### src/rtl/pss_mem_arbiter.sv
// Two-master req/ack/resp arbiter sharing one PSS memory port between the
// UART debug master (m0) and the CPU data port (m1). One read outstanding at
// a time. A watchdog force-completes a read whose response never arrives.
module pss_mem_arbiter #(
  parameter int unsigned       ADDR_W   = 32,
  parameter int unsigned       DATA_W   = 32,
  parameter bit                RR_EN    = 1'b1,
  parameter int unsigned       TIMEOUT  = 255,
  parameter logic [DATA_W-1:0] ERR_DATA = DATA_W'(32'hDEADBEEF)
) (
  input  logic                clk_i,
  input  logic                rst_i,
  input  logic                m0_req_i,
  input  logic                m0_we_i,
  input  logic [ADDR_W-1:0]   m0_addr_i,
  input  logic [DATA_W/8-1:0] m0_be_i,
  input  logic [DATA_W-1:0]   m0_wdata_i,
  output logic                m0_ack_o,
  output logic                m0_resp_o,
  output logic [DATA_W-1:0]   m0_rdata_o,
  input  logic                m1_req_i,
  input  logic                m1_we_i,
  input  logic [ADDR_W-1:0]   m1_addr_i,
  input  logic [DATA_W/8-1:0] m1_be_i,
  input  logic [DATA_W-1:0]   m1_wdata_i,
  output logic                m1_ack_o,
  output logic                m1_resp_o,
  output logic [DATA_W-1:0]   m1_rdata_o,
  output logic                s_req_o,
  output logic                s_we_o,
  output logic [ADDR_W-1:0]   s_addr_o,
  output logic [DATA_W/8-1:0] s_be_o,
  output logic [DATA_W-1:0]   s_wdata_o,
  input  logic                s_ack_i,
  input  logic                s_resp_i,
  input  logic [DATA_W-1:0]   s_rdata_i,
  output logic                timeout_o
);

  localparam int unsigned TMR_W = (TIMEOUT == 0) ? 1 : $clog2(TIMEOUT + 1);
  localparam logic [TMR_W-1:0] TMR_MAX  = TMR_W'(TIMEOUT);
  localparam logic [TMR_W-1:0] TMR_LAST = TMR_W'(TIMEOUT - 1);

  typedef enum logic {
    IDLE      = 1'b0,
    WAIT_RESP = 1'b1
  } state_t;

  state_t             state_q;
  state_t             state_d;
  logic               prio_q;     // 0 = m0 preferred, 1 = m1 preferred
  logic               owner_q;    // master that issued the outstanding read
  logic [TMR_W-1:0]   timer_q;
  logic               to_q;       // forced completion is presented this cycle
  logic [DATA_W-1:0]  rdata0_q;
  logic [DATA_W-1:0]  rdata1_q;

  logic               winner;
  logic               sel_req;
  logic               sel_we;
  logic               accept;
  logic               rd_done;
  logic               expire;

  // Grant selection: a lone requester wins; on contention RR pointer or m0.
  always_comb begin
    winner = 1'b0;
    if (m0_req_i && m1_req_i) begin
      winner = RR_EN ? prio_q : 1'b0;
    end else if (m1_req_i) begin
      winner = 1'b1;
    end
    sel_req = winner ? m1_req_i : m0_req_i;
    sel_we  = winner ? m1_we_i  : m0_we_i;
  end

  assign accept  = (state_q == IDLE) && sel_req && s_ack_i;
  assign rd_done = (state_q == WAIT_RESP) && s_resp_i;
  assign expire  = (TIMEOUT != 0) && (state_q == WAIT_RESP) && !s_resp_i &&
                   (timer_q == TMR_LAST);

  // State register.
  always_ff @(posedge clk_i) begin
    if (rst_i) begin
      state_q <= IDLE;
    end else begin
      state_q <= state_d;
    end
  end

  // Next-state: accepted read waits for its response; response or expiry ends it.
  always_comb begin
    state_d = state_q;
    case (state_q)
      IDLE:      if (accept && !sel_we) state_d = WAIT_RESP;
      WAIT_RESP: if (rd_done || expire) state_d = IDLE;
      default:   state_d = IDLE;
    endcase
  end

  // Priority pointer, read owner, watchdog timer and per-master read data.
  always_ff @(posedge clk_i) begin
    if (rst_i) begin
      prio_q   <= 1'b0;
      owner_q  <= 1'b0;
      timer_q  <= '0;
      to_q     <= 1'b0;
      rdata0_q <= '0;
      rdata1_q <= '0;
    end else begin
      to_q <= expire;
      if (accept) begin
        prio_q <= ~winner;
        if (!sel_we) begin
          owner_q <= winner;
          timer_q <= '0;
        end
      end else if ((state_q == WAIT_RESP) && (timer_q != TMR_MAX)) begin
        timer_q <= timer_q + TMR_W'(1);
      end
      if (rd_done || expire) begin
        if (owner_q) begin
          rdata1_q <= rd_done ? s_rdata_i : ERR_DATA;
        end else begin
          rdata0_q <= rd_done ? s_rdata_i : ERR_DATA;
        end
      end
    end
  end

  // Outputs: slave forwarding and acks in IDLE, response routing to the owner.
  always_comb begin
    s_req_o    = 1'b0;
    s_we_o     = m0_we_i;
    s_addr_o   = m0_addr_i;
    s_be_o     = m0_be_i;
    s_wdata_o  = m0_wdata_i;
    m0_ack_o   = 1'b0;
    m1_ack_o   = 1'b0;
    if (winner) begin
      s_we_o    = m1_we_i;
      s_addr_o  = m1_addr_i;
      s_be_o    = m1_be_i;
      s_wdata_o = m1_wdata_i;
    end
    if (state_q == IDLE) begin
      s_req_o  = sel_req;
      m0_ack_o = !winner && sel_req && s_ack_i;
      m1_ack_o =  winner && sel_req && s_ack_i;
    end
    m0_resp_o  = !owner_q && (rd_done || to_q);
    m1_resp_o  =  owner_q && (rd_done || to_q);
    m0_rdata_o = (rd_done && !owner_q) ? s_rdata_i : rdata0_q;
    m1_rdata_o = (rd_done &&  owner_q) ? s_rdata_i : rdata1_q;
    timeout_o  = to_q;
  end

endmodule

### config.mk
export PLATFORM = sky130hd
export DESIGN_NAME = pss_mem_arbiter
export DESIGN_NICKNAME = d
export VERILOG_FILES = /design/src/rtl/pss_mem_arbiter.sv
export SDC_FILE = /design/constraint.sdc
export NUM_CORES = 1
export LEC_CHECK = 0
export BUFFER_PORTS_ARGS = -buffer_cell sky130_fd_sc_hd__buf_2
export CORE_ASPECT_RATIO = 0.7
export CORE_MARGIN = 5
export CORE_UTILIZATION = 35
export DETAILED_ROUTE_END_ITERATION = 12
export PLACE_DENSITY = 0.69
export SLEW_MARGIN = 15
export SYNTH_ARGS = -nofsm -noshare
export SYNTH_HDL_FRONTEND = slang
export SYNTH_SLANG_ARGS = --single-unit
### constraint.sdc
create_clock -name clk_i -period 3.65 [get_ports clk_i]
set_clock_uncertainty 0.15 [all_clocks]
set_input_delay 0.5475 -clock clk_i [delete_from_list [all_inputs] [get_ports clk_i]]
set_output_delay 0.5475 -clock clk_i [all_outputs]
set_load 0.02 [all_outputs]
-- Word-level counts from Yosys, hierarchy flattened
Cells that the tools add are included.
- register bits: 76
- bits of input ports: 176
- output and inout bits: 139
- logic and storage cells: 61
- add/subtract/negate cells: 1
- equal/unequal tests: 3
- muxes and demuxes: 19
- bitwise logic cells: 4
- reductions and logical operators: 27
- operators by type and width (operator ; number):
    $mux W32 ; 5
    $mux W8 ; 3
    $logic_and A1 B1 Y1 ; 16
    $mux W1 ; 9
    $add A8 B1 Y8 const B ; 1
    $eq A8 B8 Y1 const B ; 1
    $ne A8 B8 Y1 const B ; 1
    $reduce_and A2 Y1 ; 4
    $logic_not A1 Y1 ; 4
    $mux W4 ; 1
    $not A1 Y1 ; 4
    $logic_or A1 B1 Y1 ; 2
    $ne A2 B2 Y1 const B ; 1
    $pmux W1 S2 ; 1
    $reduce_bool A2 Y1 ; 1

-- Longest topological paths before layout
Gate-level depths: netlist of the first run.
- depth after elaboration: 8
- gate-level depth with buffers: 8
- mapped depth without buffers: 7

-- Worst setup path before layout of the first run
Ideal clock, no wire load.
- path kind: input-to-output
- start: input port s_resp_i
- end: output port m0_rdata_o[10]
- arrival: 1.579 ns
- required time: 2.952 ns
- slack: 1.374 ns
- stages on the path: 7
- path buffers: 3
- cell sequence: buf_4 > nand2_1 > or2_2 > buf_2 > buf_1 > nand2_1 > nand2_1
- longest elaborated chain between the ends: 3
- RTL lines (item ; RTL line ; source):
    from (decl) ; 35 ; input logic s_resp_i,
    $logic_and A1 B1 Y1 ; 78 ; assign rd_done = (state_q == WAIT_RESP) && s_resp_i;
    $logic_and A1 B1 Y1 ; 153 ; m0_rdata_o = (rd_done && !owner_q) ? s_rdata_i : rdata0_q;
    $mux W32 ; 153 ;
    to (decl) ; 20 ; output logic [DATA_W-1:0] m0_rdata_o,
No other way between the ends.

-- Worst setup path in the final report of the first run
- start: register owner_q
- end: output port m1_rdata_o[17]
- longest elaborated chain between the ends: 2
- RTL lines (item ; RTL line ; source):
    from (decl) ; 52 ; logic owner_q;
    from (signal assigned) ; 115 ; owner_q <= winner;
    $logic_and A1 B1 Y1 ; 154 ; m1_rdata_o = (rd_done && owner_q) ? s_rdata_i : rdata1_q;
    $mux W32 ; 154 ;
    to (decl) ; 28 ; output logic [DATA_W-1:0] m1_rdata_o,
No other way between the ends.

==> results of run 1 <==
[cell usage in the layout, fill, tap and decap left out, types with 2 or more instances in the layout]
cell type	instances
and3_1	3
nor4b_1	2
a21oi_1	47
nor2_4	2
clkbuf_16	9
inv_6	2
nand3_1	4
inv_1	4
ha_1	2
dfxtp_1	75
buf_12	2
a311oi_1	3
nand2b_1	2
nor2_1	85
clkinvlp_4	3
nand2_1	408
buf_2	314
o21a_1	24
buf_4	7
nor3_1	25
o21ai_2	3
a21o_1	2
a41oi_1	3
o21ai_0	10
[routing by layer]
layer	routed length, um	vias to the layer above	track usage (%)
li1	-	3027	-
met1	8120	2542	30.2
met2	8720	214	37.4
met3	1390	19	5.45
met4	274	0	4.99
met5	0	-	0
[cell usage after synthesis, types with 2 or more instances]
master,instances
nand2_1,409
nor2_1,86
dfxtp_1,76
a21oi_1,47
clkbuf_1,29
nor3_1,25
o21a_1,24
buf_1,13
o21ai_0,10
buf_2,7
nand3_1,5
inv_1,4
a311oi_1,3
a41oi_1,3
and3_1,3
buf_4,3
buf_6,3
o21ai_2,3
a21o_1,2
ha_1,2
nand2b_1,2
nor2_4,2
nor4b_1,2
[power by group through the flow]
stage	Clock, mW	Combinational, mW	Sequential [mW]
after floorplan	0	0.329	0.874
after CTS	0.868	0.588	0.859
after global routing	0.912	0.639	0.861
after global placement	0	0.582	0.878
final	0.851	0.586	0.859
after detailed placement	0	0.586	0.877
[logic make-up after synthesis]
logic type,Yosys count,share of synthesized area [%]
compound gates,100,13.8
fa+ha+maj,2,0.542
buf+inv,60,5.83
flops,76,33.0
mux,1,0.244
simple gates,542,46.6
[flip-flops by register name (all words and copies together) (netlist names)]
name       cells
timer_q        8
rdata0_q      32
owner_q        1
prio_q         1
timeout_o      1
state_q        1
rdata1_q      32
[layout make-up]
class                           count  area (sq um)
Inverter                            4          15.0
Clock inverter                      7          60.1
Multi-Input combinational cell    645          2840
Clock buffer                        9           225
Sequential cell                    76          1520
Timing Repair Buffer              323          1660
Tap cell                          166           208
Fill cell                        1409          6520
[worst min-delay path, cell delays in order, from the launching register on]
cell and delay, ns:
dfxtp_1 0.31, nand2_1 0.05, a21oi_1 0.05
[worst paths after layout]
check / startpoint / endpoint / slack [ns]
max: owner_q$_SDFFE_PP0P_ / m1_rdata_o[17] / 0.84
min: rdata1_q[22]$_SDFFE_PP0P_ / rdata1_q[22]$_SDFFE_PP0P_ / 0.31
max reg2reg: timer_q[0]$_SDFFE_PP0P_ / rdata1_q[8]$_SDFFE_PP0P_ / 1.60
min reg2reg: rdata1_q[22]$_SDFFE_PP0P_ / rdata1_q[22]$_SDFFE_PP0P_ / 0.31
[per-stage QoR]
| step | instance area, sq um | instances |
|---|---|---|
| detailed placement | 6250 | 1214 |
| global placement | 6250 | 1214 |
| floorplan | 4620 | 781 |
| finish | 6530 | 1230 |
| global route | 6530 | 1230 |
| CTS | 6530 | 1230 |
==> results_tabular.tex, run 1 <==
\begin{tabular}{lr}
\hline
Metric & Value \\
\hline
\multicolumn{2}{l}{\textbf{Run status}} \\
\quad Run status & completed \\
\multicolumn{2}{l}{\textbf{Timing}} \\
\quad Accumulated negative setup slack & 0 ns \\
\quad Max-Slew Margin vs Limit & 28.4\% \\
\quad Minimum clock period after layout & 2.81 ns \\
\quad Actual slew at the worst max-slew pin & 1.07 ns \\
\quad Upper clock frequency limit & approximately 0.36 GHz \\
\quad Minimum setup slack in the final design & 0.844 ns \\
\quad Post-route clock period utilization & 76.9\% \\
\quad Final hold violation count & 0 \\
\quad Final Max Tran Viols & 0 \\
\quad Hold\_ws & 0.306 ns \\
\quad RSZ-0062 raised after global routing & no \\
\quad Final setup violation count & 0 \\
\multicolumn{2}{l}{\textbf{Route}} \\
\quad ANT nets after route & 0 \\
\quad Iteration-0 DRC Markers & 421 \\
\quad DR vias/cell & 4.72 \\
\quad Wire length per cell & 15.0 um \\
\quad Via total after detailed routing & 5802 \\
\quad Drc violations & 0 \\
\quad First-pass detailed-route iteration total & 5 \\
\quad DRT Wirelength & 18500 um \\
\multicolumn{2}{l}{\textbf{Synth}} \\
\quad Post-Synthesis Cell Area & 4620 sq um \\
\quad Cell type contributing the most total cell area after synthesis & nand2\_1 \\
\quad Post-Syn Instances & between 700 and 800 \\
\quad Share of synthesized area occupied by flip-flops and latches & 33.0\% \\
\quad Fraction of synthesized cell area taken by the top area cell type & 33.3\% \\
\quad Flip-flop cell with the highest count after synthesis & dfxtp\_1 \\
\quad Count of warnings emitted by yosys & 0 \\
\quad Post-synth cell types & 41 \\
\quad Average footprint of a synthesized cell & between 5 and 6 sq um \\
\quad Async set or reset register ratio after synthesis & 0\% \\
\quad Synthesized net count & 959 \\
\quad Synthesis-stage register bit count & 76 \\
\quad Count of flip-flops with a built-in enable after synthesis & 0 \\
\quad Main area contributors after synthesis & nand2\_1, dfxtp\_1, nor2\_1, a21oi\_1, o21a\_1 \\
\multicolumn{2}{l}{\textbf{Setup path}} \\
\quad Worst EP required & 2.95 ns \\
\quad Top delay family on crit path & buffers and inverters \\
\quad Start-to-end type of the worst setup path & reg -> out \\
\quad Crit. End Element & primary output \\
\quad WP depth & 6 \\
\quad Endpoint arrival time on the critical path & between 2 and 2.5 ns \\
\quad Worst R2R Path Depth & 7 \\
\quad Slowest stage delay, CP & 0.41 ns \\
\quad WP buf/inv & 3 \\
\quad Cell with the largest stage delay on the worst path & buf\_4 \\
\quad Startpoint Class & flop \\
\quad Cell Chain, Critical Path & buf\_4 > and3\_1 > buf\_4 > nand2\_1 > nand2\_1 > buf\_2 \\
\quad Maximum fanout count along the critical path & 41 \\
\multicolumn{2}{l}{\textbf{Power}} \\
\quad Max IR drop VDD & 0.208 mV \\
\quad Internal power & 1.53 mW \\
\quad Net switching component of the power & 0.767 mW \\
\quad Leakage power of the design & 3.75 nW \\
\quad Switching share of power & $\sim$33\% \\
\quad Relative contribution of the clock network to total power & around 37\% \\
\quad Combinational group share of total power & 25.5\% \\
\quad Sequential cell fraction of total power & 37.4\% \\
\quad Power per standard cell area & 351 nW/um\^{}2 \\
\quad Final Total Pwr & 2.30 mW \\
\multicolumn{2}{l}{\textbf{CTS}} \\
\quad Gates resized, CTS repair & 0 \\
\quad Clock tree from TritonCTS & yes \\
\quad Cts bufs inserted & 9 \\
\quad Number of buffers inserted for hold repair after clock tree synthesis & 0 \\
\quad Root buf cell & clkbuf\_16 \\
\quad Number of levels the H-tree was split into & 3 \\
\quad Post-CTS repair timing setup buffer count & 0 \\
\quad Clk sink count & 76 \\
\quad Number of buffers on the longest clock path & 2 \\
\quad CTS clock-pin slew for the worst setup and hold paths & 0.06 ns \\
\quad Clock insertion delay at the later pin of the skew report & 0.34 ns \\
\multicolumn{2}{l}{\textbf{GRT}} \\
\quad Initial antenna violation count & 0 \\
\quad Number of global-route vias before repair & roughly 5300 \\
\quad Global-route wire length before repair & 28700 um \\
\quad Remaining global-route overflow & 0 \\
\quad Maximum number of pins on one net before global-route repair & 70 \\
\quad Aggregate global-route resource usage & 22.7\% \\
\multicolumn{2}{l}{\textbf{Worst hold path}} \\
\quad Cell count of the worst hold path & 2 \\
\quad Hold Path Class & reg -> reg \\
\multicolumn{2}{l}{\textbf{Placement}} \\
\quad Number of input and output port buffers inserted & 314 \\
\quad Routability-driven placement congestion ratio & 0.891 \\
\quad Post-Place Worst Slack & 0.857 ns \\
\quad Placed wire-length estimate & 14100 um \\
\multicolumn{2}{l}{\textbf{Layout}} \\
\quad Share of final-layout standard cells stronger than drive strength 1 & 33.4\% \\
\quad Post-synthesis to final-layout area growth & 41.5\% \\
\quad Final design utilization & 50.1\% \\
\quad \# nets final & 1237 \\
\quad Total inserted antenna cells & 0 \\
\multicolumn{2}{l}{\textbf{Die}} \\
\quad Placement Rows & 35 \\
\quad Io pins & 315 \\
\quad Area inside the core boundary & 13100 sq um \\
\quad DIE AREA & 15600 sq um \\
\quad Initial Utilization & 35.4\% \\
\quad Die extent in y & 106 um \\
\quad Floorplan die width & 147 um \\
\multicolumn{2}{l}{\textbf{Run}} \\
\quad Max-Cap Viols & 0 \\
\hline
\end{tabular}
Note: power is estimated with default switching activity, not from simulation.
==> run 2, diff against run 1 <==
--- a/config.mk
+++ b/config.mk
@@ -5,12 +5,13 @@
 export SDC_FILE = /design/constraint.sdc
 export NUM_CORES = 1
 export LEC_CHECK = 0
+export ABC_AREA = 1
 export BUFFER_PORTS_ARGS = -buffer_cell sky130_fd_sc_hd__buf_2
 export CORE_ASPECT_RATIO = 0.7
 export CORE_MARGIN = 5
 export CORE_UTILIZATION = 35
 export DETAILED_ROUTE_END_ITERATION = 12
-export PLACE_DENSITY = 0.69
+export PLACE_DENSITY = 0.7
 export SLEW_MARGIN = 15
 export SYNTH_ARGS = -nofsm -noshare
 export SYNTH_HDL_FRONTEND = slang
==> constraint.sdc (replaced) <==
create_clock -name clk_i -period 2.77 [get_ports clk_i]
set_clock_uncertainty 0.15 [all_clocks]
set_input_delay 0.4155 -clock clk_i [delete_from_list [all_inputs] [get_ports clk_i]]
set_output_delay 0.4155 -clock clk_i [all_outputs]
set_load 0.02 [all_outputs]
==> results_tabular.tex, run 2 <==
\begin{tabular}{lr}
\hline
Metric & Value \\
\hline
\multicolumn{2}{l}{\textbf{GRT}} \\
\quad Maximum number of pins on one net before global-route repair & 70 \\
\quad Initial antenna violation count & 1 \\
\quad Aggregate global-route resource usage & 22.9\% \\
\quad Global-route wire length before repair & approximately 27000 um \\
\quad Remaining global-route overflow & 0 \\
\quad Number of global-route vias before repair & 5034 \\
\multicolumn{2}{l}{\textbf{Layout}} \\
\quad Post-synthesis to final-layout area growth & 42.8\% \\
\quad \# nets final & 1219 \\
\quad Final design utilization & 51.0\% \\
\quad Leading cell type in the layout, fill and taps excluded & nand2\_1 \\
\quad Largest registers & rdata0\_q (32), rdata1\_q (32), timer\_q (8) \\
\quad Total inserted antenna cells & 0 \\
\quad Share of final-layout standard cells stronger than drive strength 1 & 34.4\% \\
\quad Leading cell types in the layout, fill and taps excluded & nand2\_1, buf\_2, o21ai\_0, a21oi\_1, dfxtp\_1 \\
\multicolumn{2}{l}{\textbf{Synth}} \\
\quad Async set or reset register ratio after synthesis & 0\% \\
\quad Main area contributors after synthesis & dfxtp\_1, nand2\_1, o21ai\_0, a21oi\_1, inv\_1 \\
\quad Post-Synthesis Cell Area & 4460 sq um \\
\quad Synthesis-stage register bit count & 76 \\
\quad Dominant cell by count in the synthesized netlist & nand2\_1 \\
\quad Most frequent cells after synthesis & nand2\_1, o21ai\_0, a21oi\_1, dfxtp\_1, inv\_1 \\
\quad Count of flip-flops with a built-in enable after synthesis & 0 \\
\quad Share of synthesized area occupied by flip-flops and latches & 34.1\% \\
\quad Synthesized net count & 929 \\
\quad Count of warnings emitted by yosys & 0 \\
\quad Flip-flop cell with the highest count after synthesis & dfxtp\_1 \\
\quad Cell type contributing the most total cell area after synthesis & dfxtp\_1 \\
\quad Post-synth cell types & 26 \\
\quad Fraction of synthesized cell area taken by the top area cell type & 34.1\% \\
\quad Post-Syn Instances & 751 \\
\quad Average footprint of a synthesized cell & 5.93 sq um \\
\multicolumn{2}{l}{\textbf{Die}} \\
\quad DIE AREA & 15100 sq um \\
\quad Initial Utilization & 35.7\% \\
\quad Area inside the core boundary & approximately 12000 sq um \\
\quad Die extent in y & 104 um \\
\quad Io pins & 315 \\
\quad Placement Rows & 34 \\
\quad Floorplan die width & 145 um \\
\multicolumn{2}{l}{\textbf{Power}} \\
\quad Max IR drop VDD & 0.346 mV \\
\quad Leakage power of the design & 3.42 nW \\
\quad Final Total Pwr & 3.03 mW \\
\quad Power per standard cell area & 476 nW/um\^{}2 \\
\multicolumn{2}{l}{\textbf{Timing}} \\
\quad Upper clock frequency limit & 0.406 GHz \\
\quad Hold\_ws & 0.212 ns \\
\quad Post-route clock period utilization & about nine tenths \\
\quad RSZ-0062 raised after global routing & no \\
\quad Final hold violation count & 0 \\
\quad Final Max Tran Viols & 0 \\
\quad Max-Slew Margin vs Limit & 52.7\% \\
\quad Minimum clock period after layout & about 2.5 ns \\
\quad Accumulated negative setup slack & 0 ns \\
\quad Final setup violation count & 0 \\
\quad Actual slew at the worst max-slew pin & 0.707 ns \\
\multicolumn{2}{l}{\textbf{Route}} \\
\quad ANT nets after route & 0 \\
\quad Iteration-0 DRC Markers & 313 \\
\quad Wire length per cell & $\sim$15 um \\
\quad First-pass detailed-route iteration total & 5 \\
\quad DRT Wirelength & 18000 um \\
\quad DR vias/cell & between 4 and 5 \\
\quad Via total after detailed routing & 5589 \\
\quad Drc violations & 0 \\
\multicolumn{2}{l}{\textbf{Run}} \\
\quad Max-Cap Viols & 0 \\
\multicolumn{2}{l}{\textbf{Setup path}} \\
\quad Crit. End Element & primary output \\
\quad Maximum fanout count along the critical path & 28 \\
\quad Cell Chain, Critical Path & inv\_1 > nor2\_4 > buf\_4 > nand2\_1 > o21ai\_0 > buf\_2 \\
\quad Cell with the largest stage delay on the worst path & dfxtp\_1 \\
\quad Startpoint Class & flop \\
\quad Crit Reg-Reg Startpoint & timer\_q[0]\$\_SDFFE\_PP0P\_ \\
\quad Start-to-end type of the worst setup path & reg -> out \\
\quad Slowest stage delay, CP & 0.46 ns \\
\quad Worst EP required & 2.20 ns \\
\quad Top delay family on crit path & buffers and inverters \\
\quad Endpoint arrival time on the critical path & 1.90 ns \\
\quad WP buf/inv & 3 \\
\quad Launching element of the worst setup path & owner\_q\$\_SDFFE\_PP0P\_ \\
\multicolumn{2}{l}{\textbf{CTS}} \\
\quad Clock insertion delay at the later pin of the skew report & 0.33 ns \\
\quad Root buf cell & clkbuf\_16 \\
\quad CTS clock-pin slew for the worst setup and hold paths & 0.06 ns \\
\quad Cts bufs inserted & 9 \\
\quad Number of buffers on the longest clock path & 2 \\
\quad Number of levels the H-tree was split into & 3 \\
\quad Clk sink count & 76 \\
\quad Gates resized, CTS repair & 0 \\
\quad Clock tree from TritonCTS & yes \\
\multicolumn{2}{l}{\textbf{Placement}} \\
\quad Placed wire-length estimate & 14200 um \\
\quad Routability-driven placement congestion ratio & 0.876 \\
\quad Number of input and output port buffers inserted & $\sim$310 \\
\multicolumn{2}{l}{\textbf{Run status}} \\
\quad Run status & completed \\
\multicolumn{2}{l}{\textbf{Worst hold path}} \\
\quad Hold Path Class & in -> reg \\
\quad Origin of the worst min-delay path & s\_resp\_i \\
\hline
\end{tabular}
==> run 2: logic make-up after synthesis <==
| kind of cell | share of synthesized area, % |
|---|---|
| compound gates | 19.7 |
| fa+ha+maj | 0.562 |
| flops | 34.1 |
| buf+inv | 11.3 |
| simple gates | 34.2 |
==> run 2: final timing paths <==
kind | cells past startpoint | slack (ns) | to
worst max-delay path | 6 | 0.31 | m1_rdata_o[28]
worst min-delay path | 4 | 0.21 | timeout_o$_SDFF_PP0_
worst max register to register | 8 | 0.79 | rdata0_q[29]$_SDFFE_PP0P_
worst min register to register | 2 | 0.30 | rdata1_q[3]$_SDFFE_PP0P_
==> run 2: stage by stage <==
stage / setup WS (ns) / cells / cell area [sq um]
floorplan: 0.839 / 751 / 4460
global placement: 0.484 / 1190 / 6070
detailed placement: 0.445 / 1190 / 6070
CTS: 0.114 / 1206 / 6350
global route: 0.113 / 1208 / 6360
finish: 0.309 / 1208 / 6360
==> run 2: worst min-delay path: stages <==
cell	delay [ns]
buf_2	0.11
nor4b_1	0.05
nand2_1	0.05
nor2_1	0.03
==> run 2: timing repair <==
item | CTS | global route
endpoints found under the setup margin | 0 | 8
hold buffers | 0 | 0
buffers inserted | 0 | 2
==> run 2: area by class of cell <==
type / count / area [sq um]
Clock buffer: 9 / 225
Fill cell: 1353 / 6100
Timing Repair Buffer: 325 / 1680
Clock inverter: 7 / 52.6
Inverter: 64 / 240
Multi-Input combinational cell: 565 / 2440
Sequential cell: 76 / 1520
Tap cell: 162 / 203
==> run 2: power by group <==
group / internal [mW] / switching [mW] / total, mW / leakage, nW
sequential: 1.12 / 0.0131 / 1.14 / 0.615
combinational: 0.278 / 0.523 / 0.801 / 2.68
clock: 0.609 / 0.480 / 1.09 / 0.124
==> run 2: layer usage <==
metal	track usage [%]	wire [um]
met1	29.5	7440
met2	36.1	8340
met4	8.06	569
met3	6.99	1650
met5	0	11
==> run 3, diff against run 2 <==
--- a/config.mk
+++ b/config.mk
@@ -5,13 +5,13 @@
 export SDC_FILE = /design/constraint.sdc
 export NUM_CORES = 1
 export LEC_CHECK = 0
-export ABC_AREA = 1
+export ABC_CLOCK_PERIOD_IN_PS = 2770
 export BUFFER_PORTS_ARGS = -buffer_cell sky130_fd_sc_hd__buf_2
 export CORE_ASPECT_RATIO = 0.7
 export CORE_MARGIN = 5
 export CORE_UTILIZATION = 35
 export DETAILED_ROUTE_END_ITERATION = 12
-export PLACE_DENSITY = 0.7
+export PLACE_DENSITY = 0.69
 export SLEW_MARGIN = 15
 export SYNTH_ARGS = -nofsm -noshare
 export SYNTH_HDL_FRONTEND = slang
==> results_tabular.tex, run 3 (same netlist as run 1, synthesis figures left out) <==
\begin{tabular}{lr}
\hline
Metric & Value \\
\hline
\multicolumn{2}{l}{\textbf{Run status}} \\
\quad Run status & completed \\
\multicolumn{2}{l}{\textbf{Layout}} \\
\quad Cell area after layout & 6670 sq um \\
\quad Largest registers & rdata0\_q (32), rdata1\_q (32), timer\_q (8) \\
\quad Area of the multi-input gates & 2840 sq um \\
\quad FF+latch area & 1520 sq um \\
\quad \# nets final & approximately 1200 \\
\quad Number of fill cells in the layout & 1387 \\
\quad Leading cell types in the layout, fill and taps excluded & nand2\_1, buf\_2, nor2\_1, dfxtp\_1, a21oi\_1 \\
\quad Post-synthesis to final-layout area growth & 44.5\% \\
\quad Total inserted antenna cells & 0 \\
\quad Share of final-layout standard cells stronger than drive strength 1 & 33.8\% \\
\quad Leading cell type in the layout, fill and taps excluded & nand2\_1 \\
\multicolumn{2}{l}{\textbf{CTS}} \\
\quad Clk sink count & 76 \\
\quad Number of levels the H-tree was split into & 3 \\
\quad Gates resized, CTS repair & 0 \\
\quad Number of buffers on the longest clock path & 2 \\
\quad Clock tree from TritonCTS & yes \\
\quad Root buf cell & clkbuf\_16 \\
\quad CTS clock-pin slew for the worst setup and hold paths & 0.06 ns \\
\quad Clock insertion delay at the later pin of the skew report & 0.33 ns \\
\quad Number of buffers inserted for hold repair after clock tree synthesis & 0 \\
\quad Cts bufs inserted & 9 \\
\quad Post-CTS repair timing setup buffer count & 0 \\
\multicolumn{2}{l}{\textbf{Die}} \\
\quad Io pins & 315 \\
\quad Die extent in y & 106 um \\
\quad Floorplan die width & between 100 and 150 um \\
\quad Placement Rows & 35 \\
\quad Area inside the core boundary & 13100 sq um \\
\quad DIE AREA & 15600 sq um \\
\quad Initial Utilization & between 30\% and 40\% \\
\multicolumn{2}{l}{\textbf{Timing}} \\
\quad Minimum clock period after layout & 2.51 ns \\
\quad Actual slew at the worst max-slew pin & 0.686 ns \\
\quad Max-Slew Margin vs Limit & 54.3\% \\
\quad Final setup violation count & 0 \\
\quad Post-route clock period utilization & 90.6\% \\
\quad RSZ-0062 raised after global routing & no \\
\quad Hold\_ws & 0.211 ns \\
\quad Accumulated negative setup slack & 0 ns \\
\quad Upper clock frequency limit & 0.398 GHz \\
\quad Final Max Tran Viols & 0 \\
\quad Final hold violation count & 0 \\
\multicolumn{2}{l}{\textbf{GRT}} \\
\quad Remaining global-route overflow & 0 \\
\quad Number of global-route vias before repair & approximately 5500 \\
\quad Maximum number of pins on one net before global-route repair & 57 \\
\quad Global-route wire length before repair & about 29000 um \\
\quad Initial antenna violation count & 0 \\
\quad Aggregate global-route resource usage & 23.0\% \\
\multicolumn{2}{l}{\textbf{Route}} \\
\quad Iteration-0 DRC Markers & 412 \\
\quad Wire length per cell & 15.1 um \\
\quad DRT Wirelength & 18700 um \\
\quad First-pass detailed-route iteration total & 5 \\
\quad Via total after detailed routing & 5867 \\
\quad Drc violations & 0 \\
\quad DR vias/cell & 4.74 \\
\quad ANT nets after route & 0 \\
\multicolumn{2}{l}{\textbf{Placement}} \\
\quad Area after detailed placement & roughly 6300 sq um \\
\quad Routability-driven placement congestion ratio & 0.862 \\
\quad Placed wire-length estimate & 14600 um \\
\quad Number of input and output port buffers inserted & 314 \\
\multicolumn{2}{l}{\textbf{Setup path}} \\
\quad Launching element of the worst setup path & state\_q\$\_SDFF\_PP0\_ \\
\quad Startpoint Class & flop \\
\quad Worst reg-to-reg setup slack & 0.71 ns \\
\quad Start-to-end type of the worst setup path & reg -> out \\
\quad Crit. End Element & primary output \\
\quad Crit Reg-Reg Startpoint & state\_q\$\_SDFF\_PP0\_ \\
\quad Endpoint arrival time on the critical path & 1.94 ns \\
\quad Maximum fanout count along the critical path & 37 \\
\quad Worst R2R Path Depth & 7 \\
\quad Worst setup path end & m0\_rdata\_o[30] \\
\quad Worst EP required & $\sim$2.2 ns \\
\quad R2r endpoint & rdata0\_q[15]\$\_SDFFE\_PP0P\_ \\
\multicolumn{2}{l}{\textbf{Worst hold path}} \\
\quad Origin of the worst min-delay path & s\_rdata\_i[24] \\
\quad Hold Path Class & in -> reg \\
\multicolumn{2}{l}{\textbf{Run}} \\
\quad Max-Cap Viols & 0 \\
\multicolumn{2}{l}{\textbf{Power}} \\
\quad Leakage power of the design & 3.82 nW \\
\quad Final Total Pwr & 3.26 mW \\
\quad Max IR drop VDD & 0.297 mV \\
\quad Power per standard cell area & 489 nW/um\^{}2 \\
\hline
\end{tabular}
-- run 3: cell types whose count changed in the layout (fill, tap and decap cells not counted), moves of 7 or more --
cell / delta
o21a_1: +24
nor3_1: +25
nand2_1: +59
nor2_1: +71
nand2_2: -7
a21oi_1: -29
o21ai_1: -8
inv_1: -57
o21ai_0: -80
-- run 3: area by class of cell --
class	instances	area share, %
Clock buffer	10	3.43
Sequential cell	76	22.8
Inverter	4	0.225
Timing Repair Buffer	330	26.1
Clock inverter	6	1.67
Multi-Input combinational cell	645	42.6
Tap cell	166	3.11
-- run 3: per-stage QoR --
| step | utilization, % | worst slack [ns] | std cells |
|---|---|---|---|
| final | 51.1 | 0.260 | 1237 |
| after floorplan | - | 0.758 | 781 |
| after global placement | 48.5 | 0.516 | 1221 |
| after global routing | 51.1 | 0.126 | 1237 |
| after detailed placement | 48.5 | 0.469 | 1221 |
| after CTS | 51.1 | 0.128 | 1237 |
-- run 3: power by group --
part	switching [mW]	internal, mW
combinational	0.496	0.286
sequential	0.0179	1.12
clock	0.462	0.882
-- run 3: worst min path at each step --
stage | to | slack (ns) | cells after the start
3_5_place_dp | rdata1_q[4]$_SDFFE_PP0P_ | 0.30 | 2
3_3_place_gp | rdata1_q[29]$_SDFFE_PP0P_ | 0.29 | 2
2_1_floorplan | rdata1_q[14]$_SDFFE_PP0P_ | 0.29 | 2
5_1_grt | rdata1_q[4]$_SDFFE_PP0P_ | 0.21 | 3
6_report | rdata0_q[24]$_SDFFE_PP0P_ | 0.21 | 3
4_1_cts | rdata0_q[24]$_SDFFE_PP0P_ | 0.20 | 3
-- run 3: per-layer routing --
| layer | part of all wire [%] | routed length, um | GRT usage, % |
|---|---|---|---|
| met4 | 1.7 | 317 | 5.05 |
| met3 | 7.4 | 1380 | 6.09 |
| met5 | 0 | 0 | 0 |
| met1 | 44 | 8190 | 30.1 |
| met2 | 47 | 8780 | 38.2 |
-- run 3: critical path: stages, from the launching register on --
cell,delay (ns)
dfxtp_2,0.45
nand2_1,0.15
or2_2,0.39
buf_4,0.28
nand2_1,0.12
nand2_1,0.05
buf_2,0.15
